`src/rtl/mem_req_arb_pkg.sv`:
```
// mem_req_arb_pkg
// Shared types for the memory-side request arbiter:
//   - arb_state_t : bus-master FSM states (IDLE / ADDR / DATA)
//   - owner_t     : which side issued the in-flight request
//   - mem_req_t   : latched request fields driven onto the bus
// The request struct is sized by ARB_ADDR_W / ARB_DATA_W; the top-level
// ADDR_W / DATA_W parameters default to these and must stay equal to them.
package mem_req_arb_pkg;

    localparam int ARB_ADDR_W = 32;
    localparam int ARB_DATA_W = 32;
    localparam int ARB_STRB_W = ARB_DATA_W / 8;

    typedef enum logic [1:0] {
        ST_IDLE = 2'd0,
        ST_ADDR = 2'd1,
        ST_DATA = 2'd2
    } arb_state_t;

    typedef enum logic {
        OWNER_INST = 1'b0,
        OWNER_DATA = 1'b1
    } owner_t;

    typedef struct packed {
        logic [ARB_ADDR_W-1:0] paddr;
        logic                  uncached;
        logic                  wr;
        logic [ARB_STRB_W-1:0] wstrb;
        logic [ARB_DATA_W-1:0] wdata;
    } mem_req_t;

endpackage

```
`src/rtl/mem_req_arb_sel.sv`:
```
// mem_req_arb_sel
// Two-way combinational grant between the instruction and data sides.
// Build option MEM_ARB_RR_EN:
//   undefined : fixed priority, data side wins on contention.
//   defined   : round-robin; last_grant (reset = inst) remembers the most
//               recent accepted grant and the other side wins on contention.
// Ports:
//   clk, reset, accept : only present with MEM_ARB_RR_EN (accept = handshake
//                        happened this cycle, updates last_grant)
//   inst_valid, data_valid : request valids
//   grant_inst, grant_data : one-hot-or-zero grant
module mem_req_arb_sel
    import mem_req_arb_pkg::*;
(
`ifdef MEM_ARB_RR_EN
    input  logic clk,
    input  logic reset,
    input  logic accept,
`endif
    input  logic inst_valid,
    input  logic data_valid,
    output logic grant_inst,
    output logic grant_data
);

    logic prefer_data;

`ifdef MEM_ARB_RR_EN
    owner_t last_grant;

    always_ff @(posedge clk or posedge reset) begin
        if (reset) begin
            last_grant <= OWNER_INST;
        end else if (accept) begin
            last_grant <= grant_data ? OWNER_DATA : OWNER_INST;
        end
    end

    // Favour whichever side did not win last time.
    assign prefer_data = (last_grant == OWNER_INST);
`else
    assign prefer_data = 1'b1;
`endif

    assign grant_data = data_valid && (prefer_data || !inst_valid);
    assign grant_inst = inst_valid && !grant_data;

endmodule

```
`src/rtl/mem_req_arb.sv`:
```
// mem_req_arb
// Memory-side end of the translated-address path. Arbitrates the inst and
// data physical-address requests onto a single-outstanding SRAM-like bus
// (req / addr_ok / data_ok) and routes the completion back to the issuer.
// Build option MEM_ARB_RR_EN selects round-robin arbitration (default: data
// side has fixed priority).
// Ports:
//   clk, reset           : clock, async active-high reset
//   inst_req_*           : fetch request (valid/ready/paddr/uncached)
//   inst_resp_*          : one-cycle fetch data return
//   data_req_*           : load/store request (valid/ready/paddr/uncached/
//                          wr/wstrb/wdata)
//   data_resp_*          : one-cycle load data / store completion (rdata 0)
//   bus_req..bus_uncached: bus master request, all zero while bus_req is 0
//   bus_addr_ok/data_ok  : bus handshakes; bus_rdata read data
module mem_req_arb
    import mem_req_arb_pkg::*;
#(
    parameter int ADDR_W = ARB_ADDR_W,
    parameter int DATA_W = ARB_DATA_W
) (
    input  logic                clk,
    input  logic                reset,

    input  logic                inst_req_valid,
    output logic                inst_req_ready,
    input  logic [ADDR_W-1:0]   inst_req_paddr,
    input  logic                inst_req_uncached,
    output logic                inst_resp_valid,
    output logic [DATA_W-1:0]   inst_resp_rdata,

    input  logic                data_req_valid,
    output logic                data_req_ready,
    input  logic [ADDR_W-1:0]   data_req_paddr,
    input  logic                data_req_uncached,
    input  logic                data_req_wr,
    input  logic [DATA_W/8-1:0] data_req_wstrb,
    input  logic [DATA_W-1:0]   data_req_wdata,
    output logic                data_resp_valid,
    output logic [DATA_W-1:0]   data_resp_rdata,

    output logic                bus_req,
    output logic                bus_wr,
    output logic [ADDR_W-1:0]   bus_addr,
    output logic [DATA_W/8-1:0] bus_wstrb,
    output logic [DATA_W-1:0]   bus_wdata,
    output logic                bus_uncached,
    input  logic                bus_addr_ok,
    input  logic                bus_data_ok,
    input  logic [DATA_W-1:0]   bus_rdata
);

    arb_state_t  state, state_nxt;
    mem_req_t    req_q;
    owner_t      owner_q;

    logic        grant_inst, grant_data;
    logic        accept_inst, accept_data;
    logic        complete;
    logic [DATA_W-1:0] cap_data;

    // ---------------------------------------------------------------
    // Arbitration
    // ---------------------------------------------------------------
    mem_req_arb_sel u_sel (
`ifdef MEM_ARB_RR_EN
        .clk        (clk),
        .reset      (reset),
        .accept     (accept_inst || accept_data),
`endif
        .inst_valid (inst_req_valid),
        .data_valid (data_req_valid),
        .grant_inst (grant_inst),
        .grant_data (grant_data)
    );

    // Ready is gated by reset so nothing looks accepted while it is held.
    assign inst_req_ready = !reset && (state == ST_IDLE) && grant_inst;
    assign data_req_ready = !reset && (state == ST_IDLE) && grant_data;

    assign accept_inst = inst_req_valid && inst_req_ready;
    assign accept_data = data_req_valid && data_req_ready;

    // Completion: data_ok in DATA, or addr_ok+data_ok together in ADDR.
    // data_ok arriving in IDLE, or in ADDR without addr_ok, is ignored.
    assign complete = ((state == ST_ADDR) && bus_addr_ok && bus_data_ok) ||
                      ((state == ST_DATA) && bus_data_ok);

    assign cap_data = req_q.wr ? '0 : bus_rdata;

    // ---------------------------------------------------------------
    // FSM
    // ---------------------------------------------------------------
    always_ff @(posedge clk or posedge reset) begin
        if (reset) begin
            state <= ST_IDLE;
        end else begin
            state <= state_nxt;
        end
    end

    always_comb begin
        state_nxt = state;
        case (state)
            ST_IDLE: begin
                if (accept_inst || accept_data) state_nxt = ST_ADDR;
            end
            ST_ADDR: begin
                if (bus_addr_ok) state_nxt = bus_data_ok ? ST_IDLE : ST_DATA;
            end
            ST_DATA: begin
                if (bus_data_ok) state_nxt = ST_IDLE;
            end
            default: state_nxt = ST_IDLE;
        endcase
    end

    // ---------------------------------------------------------------
    // Request latch and registered response
    // ---------------------------------------------------------------
    always_ff @(posedge clk or posedge reset) begin
        if (reset) begin
            req_q           <= '0;
            owner_q         <= OWNER_INST;
            inst_resp_valid <= 1'b0;
            data_resp_valid <= 1'b0;
            inst_resp_rdata <= '0;
            data_resp_rdata <= '0;
        end else begin
            if (accept_data) begin
                req_q.paddr    <= data_req_paddr;
                req_q.uncached <= data_req_uncached;
                req_q.wr       <= data_req_wr;
                req_q.wstrb    <= data_req_wstrb;
                req_q.wdata    <= data_req_wdata;
                owner_q        <= OWNER_DATA;
            end else if (accept_inst) begin
                req_q.paddr    <= inst_req_paddr;
                req_q.uncached <= inst_req_uncached;
                req_q.wr       <= 1'b0;
                req_q.wstrb    <= '0;
                req_q.wdata    <= '0;
                owner_q        <= OWNER_INST;
            end

            inst_resp_valid <= complete && (owner_q == OWNER_INST);
            data_resp_valid <= complete && (owner_q == OWNER_DATA);

            if (complete && (owner_q == OWNER_INST)) inst_resp_rdata <= cap_data;
            if (complete && (owner_q == OWNER_DATA)) data_resp_rdata <= cap_data;
        end
    end

    // ---------------------------------------------------------------
    // Bus outputs: request only in ADDR; every field zero otherwise.
    // ---------------------------------------------------------------
    assign bus_req      = (state == ST_ADDR);
    assign bus_wr       = bus_req ? req_q.wr       : 1'b0;
    assign bus_addr     = bus_req ? req_q.paddr    : '0;
    assign bus_wstrb    = bus_req ? req_q.wstrb    : '0;
    assign bus_wdata    = bus_req ? req_q.wdata    : '0;
    assign bus_uncached = bus_req ? req_q.uncached : 1'b0;

endmodule
```
`config.mk`:
```
export PLATFORM = sky130hd
export DESIGN_NAME = mem_req_arb
export DESIGN_NICKNAME = d
export VERILOG_FILES = /design/src/rtl/mem_req_arb_pkg.sv /design/src/rtl/mem_req_arb_sel.sv /design/src/rtl/mem_req_arb.sv
export SDC_FILE = /design/constraint.sdc
export NUM_CORES = 1
export LEC_CHECK = 0
export BUFFER_PORTS_ARGS = -buffer_cell sky130_fd_sc_hd__buf_4
export CAP_MARGIN = 0
export CELL_PAD_IN_SITES_DETAIL_PLACEMENT = 1
export CELL_PAD_IN_SITES_GLOBAL_PLACEMENT = 1
export CORE_ASPECT_RATIO = 1.25
export CORE_MARGIN = 10
export CORE_UTILIZATION = 32
export CTS_CLUSTER_SIZE = 20
export DETAILED_ROUTE_END_ITERATION = 10
export PLACE_DENSITY = 0.76
export SYNTH_ARGS = -nofsm -noshare
export SYNTH_HDL_FRONTEND = slang
export SYNTH_SLANG_ARGS = --single-unit
```
`constraint.sdc`:
```
create_clock -name clk -period 4.9 [get_ports clk]
set_input_delay 0.98 -clock clk [delete_from_list [all_inputs] [get_ports clk]]
set_output_delay 0.98 -clock clk [all_outputs]
set_load 0.05 [all_outputs]
```
======== Word-level counts from Yosys, hierarchy flattened ========
Index checks and enable logic that the tools add are counted.
W data, S select, Z words.
word-level totals
  output and inout port bits .............. 139
  input bits .............................. 141
  logic and storage cells ................. 50
  register bits ........................... 139
operators by class
  bitwise gates (word level) .............. 1
  reductions and logical operators ........ 18
  equality and inequality tests ........... 5
  muxes and demuxes ....................... 15
operators with widths
  cell                  number
  $mux W70              2
  $mux W32              3
  $logic_and A1 B1 Y1   11
  $mux W2               4
  $pmux W2 S3           1
  $mux W1               4
  $mux W4               1
  $ne A2 B1 Y1 const B  2
  $reduce_and A3 Y1     1
  $eq A2 B1 Y1 const B  1
  $eq A2 B2 Y1 const B  1
  $logic_not A1 Y1      2
  $logic_not A2 Y1      1
  $logic_or A1 B1 Y1    2
  $ne A2 B2 Y1 const B  1
  $reduce_bool A2 Y1    1
  $not A1 Y1            1

======== Longest topological paths before layout ========
  depth after elaboration ................. 7
  gate-level depth with buffers ........... 5
  depth with buffers taken out ............ 4

======== Cells and area by module ========
From an unflattened synthesis, not the netlist that was laid out.
unflattened totals
  cell total of the unflattened synthesis .. 512
  area total of the unflattened synthesis .. 6287.3 µm²
modules (own cells, without submodules)
  module           times used  cells each  area each (µm²)
  mem_req_arb      1           510         6266.0
  mem_req_arb_sel  1           2           21.3

======== Worst setup path after synthesis ========
No wires, ideal clock.
  kind .................................... register to output
  start ................................... reg state[0]
  end ..................................... out bus_wdata[21]
  cell stages (with the launch flop) ...... 5
  data required time ...................... 3920 ps
  setup slack ............................. 2050 ps
  arrival ................................. 1870 ps
  cell sequence ........................... dfrtp_1 > nor2b_1 > buf_2 > clkbuf_1 > and2_1
between the ends
  longest elaborated chain between the ends .. 2
ends and longest elaborated chain
  element                 line                RTL
  start, declared         mem_req_arb.sv:53   arb_state_t state, state_nxt;
  start signal, assigned  mem_req_arb.sv:98   state <= state_nxt;
  $eq A2 B1 Y1            mem_req_arb.sv:157  assign bus_req = (state == ST_ADDR);
  net bus_req             mem_req_arb.sv:42   output logic bus_req,
  $mux W32                mem_req_arb.sv:161  assign bus_wdata = bus_req ? req_q.wdata : '0;
  end, declared           mem_req_arb.sv:46   output logic [DATA_W-1:0] bus_wdata,
The timed path passes the listed nets, and every way through them passes these cells.

======== Worst setup path after layout ========
  start ................................... reg state[0]
  end ..................................... out bus_wdata[6]
between the ends
  longest elaborated chain between the ends .. 2
ends and longest elaborated chain
  element       line
  $eq A2 B1 Y1  mem_req_arb.sv:157
  $mux W32      mem_req_arb.sv:161
No other way between the ends.

==> flow_summary_export.csv <==
group,metric,value,unit
power_and_ir_drop,totalPowerFinal,0.00603,W
final_layout,final_cell_area,0.00899,mm^2
logic_synthesis,synth_area_per_cell,11.2,um^2
worst_setup_path,crit_top_cell,"buf_4",
clocking,cts.path.max_buffers,2,
route,drc,0,
worst_setup_path,cp_max_fo,51,
worst_setup_path,required,3.92,ns
final_layout,final_util,47.9,%
die,core_area,0.0188,mm^2
power_and_ir_drop,power_density,670,mW/mm^2
worst_setup_path,path_buf_inv,2,
worst_setup_path,crit_arrival,2.30,ns
logic_synthesis,synth_top_area_share,57.0,%
final_layout,final_common_cell,"buf_4",
global_route,grt_pass1_vias,5807,
final_layout,diodes,0,
timing,period_minus_slack,3.28,ns
global_route,grt_max_degree,107,
clocking,clkSlewWorstSetupHoldPaths,0.06,ns
clocking,htreeDepth,4,
final_layout,multi_input_area,0.00236,mm^2
final_layout,area_growth,47.2,%
final_layout,seq_area,0.00348,mm^2
logic_synthesis,postSynthCellCount,546,
die,die-area,0.0250,mm^2
logic_synthesis,synthArstFlopShare,100,%
global_route,grt_use_total,17.5,%
clocking,insertion_delay,0.41,ns
timing,hold_violations,0,
logic_synthesis,ys_ff_latch,139,
logic_synthesis,ys_top_cells_by_area,"dfrtp_1, and2_1, nand2b_1",
timing,rsz0062_at_grt,"no",
route,wirelength,22500,um
place,io_buffers,279,
route,first_pass_iters,4,
worst_setup_path,worst-path-stages,4,
die,start_util,32.5,%
die,die_w,144,um
place,placed_cell_area,0.00834,mm^2
global_route,antenna_found_initial,0,
final_layout,layout_common_cells,"buf_4, dfrtp_1, and2_1",
route,wl_per_cell,21.4,um
timing,fin_setup_tns,0,ns
die,ioPinCount,280,
place,hpwl,16100,um
timing,worstMarginPinSlew,0.992,ns
die,die_h,174,um
worst_setup_path,setup.worst_path.start_class,"flop",
logic_synthesis,synth_edf_count,0,
logic_synthesis,ys.warnings.count,0,
logic_synthesis,synth_top_cell_by_area,"dfrtp_1",
outcome,status,"finished, final reports clean",
clocking,holdBufCountCts,0,
logic_synthesis,yosysSeqAreaShare,57.0,%
clocking,cts_tree,"yes",
clocking,cts-root-buf,"clkbuf_16",
worst_hold_path,hold_depth,1,
timing,final-setup-viol-count,0,
run,maxCapViolations,0,
power_and_ir_drop,power.leakage,4.41,nW
clocking,cts_buffers,17,
route,vias,5301,
logic_synthesis,syn_area,0.00611,mm^2
clocking,post-cts-setup-buffers,0,
worst_setup_path,reg2reg_depth,4,
clocking,ctsResizeCount,0,
timing,slew_viol_final,0,
timing,fmax,305,MHz
route,drtAntennaViolNets,0,
power_and_ir_drop,peakVddDrop,0.245,mV
route,vias_per_cell,5.03,
timing,relSlewSlack,33.9,%
die,fp-row-count,56,
timing,finalCritPeriodShare,66.8,%
global_route,grt_pass1_wl,34500,um
worst_setup_path,crit_path_max_incr_delay,0.50,ns
logic_synthesis,synth.net_count,687,
final_layout,nets,949,
worst_setup_path,end_kind,"output port",
worst_setup_path,worstPathCellList,"nor2b_4 -> buf_4 -> and2_1 -> buf_4",
global_route,overflow,0,
worst_setup_path,critPathKind,"flop to output port",
final_layout,drive_gt1_share,44.6,%
clocking,cts.sinks,139,
logic_synthesis,synth_cell_types,27,
final_layout,num-fill-cells,2085,
worst_setup_path,cp_top_family,"simple AND/OR/NAND/NOR gates",
worst_hold_path,hold_path.class,"flop to flop",
logic_synthesis,ys.flop_type,"dfrtp_1",
route,drt_iter0_markers,232,
timing,whs,0.490,ns
place,place_congestion,0.769,
worst_setup_path,crit_path_top_delay_cell,"dfrtp_1",
timing,clock_skew,0.0126,ns
[kinds of logic (layout without fill, tap and decap cells)]
logic type | count (synthesis) | after routing | synth area share, %
AND/OR/NAND/NOR | 215 | 215 | 19.9
flip-flops | 139 | 139 | 57.0
buffers and inverters | 53 | 328 | 4.55
AO/OA/AOI/OAI | 139 | 139 | 18.6
[layout make-up]
cell class / count / share of cell area, %
Sequential cell: 139 / 38.7
Multi-Input combinational cell: 354 / 26.3
Timing Repair Buffer: 292 / 24.4
Clock buffer: 18 / 4.89
Inverter: 4 / 0.223
Clock inverter: 14 / 2.30
Tap cell: 232 / 3.23
[worst paths after layout]
kind / start / end / slack (ns)
hold / removal: req_q[14] / req_q[14] / 0.49
setup / recovery: state[0] / bus_wdata[6] / 1.62
max in group asynchronous: reset / req_q[67] / 3.00
setup reg to reg: state[1] / req_q[57] / 2.82
hold reg to reg: req_q[14] / req_q[14] / 0.49
min in group asynchronous: reset / state[0] / 0.82
[per-layer routing]
metal / up-vias / part of all wire (%) / GRT usage, % / routed length (um)
met4: 0 / 1.4 / 5.16 / 318
met3: 17 / 7.9 / 6.41 / 1770
met5: - / 0 / 0 / 0
li1: 2457 / - / - / -
met2: 192 / 50 / 28.8 / 11300
met1: 2635 / 40 / 20.9 / 9090
[flip-flops by register name, summed over array words and instances, names as in the netlist]
signal / cells
inst_resp_rdata: 32
state: 2
data_resp_valid: 1
data_resp_rdata: 32
inst_resp_valid: 1
owner_q: 1
req_q: 70
[cells in the mapped netlist (3+ instances only)]
cell type  count
nor2b_1        3
buf_4          3
nor2_1         3
o221a_2       33
clkbuf_1      17
buf_6          5
o22ai_1       64
buf_2         24
inv_1          4
a22o_1        37
nand2b_1      65
dfrtp_1      139
and2_1        71
nand2_1       65
[stage by stage]
stage | worst slack, ns | std cells
after global routing | 1.42 | 1053
after CTS | 1.58 | 1053
after detailed placement | 2.05 | 1021
final | 1.62 | 1053
after floorplan | 0.195 | 546
after global placement | 2.08 | 1021
[power by group]
group / total (W) / internal [W] / switching, W
sequential: 0.00181 / 0.00156 / 0.000248
combinational: 0.00281 / 0.000915 / 0.00189
clock: 0.00141 / 0.000878 / 0.000532
Power figures use the tool's default switching activity.
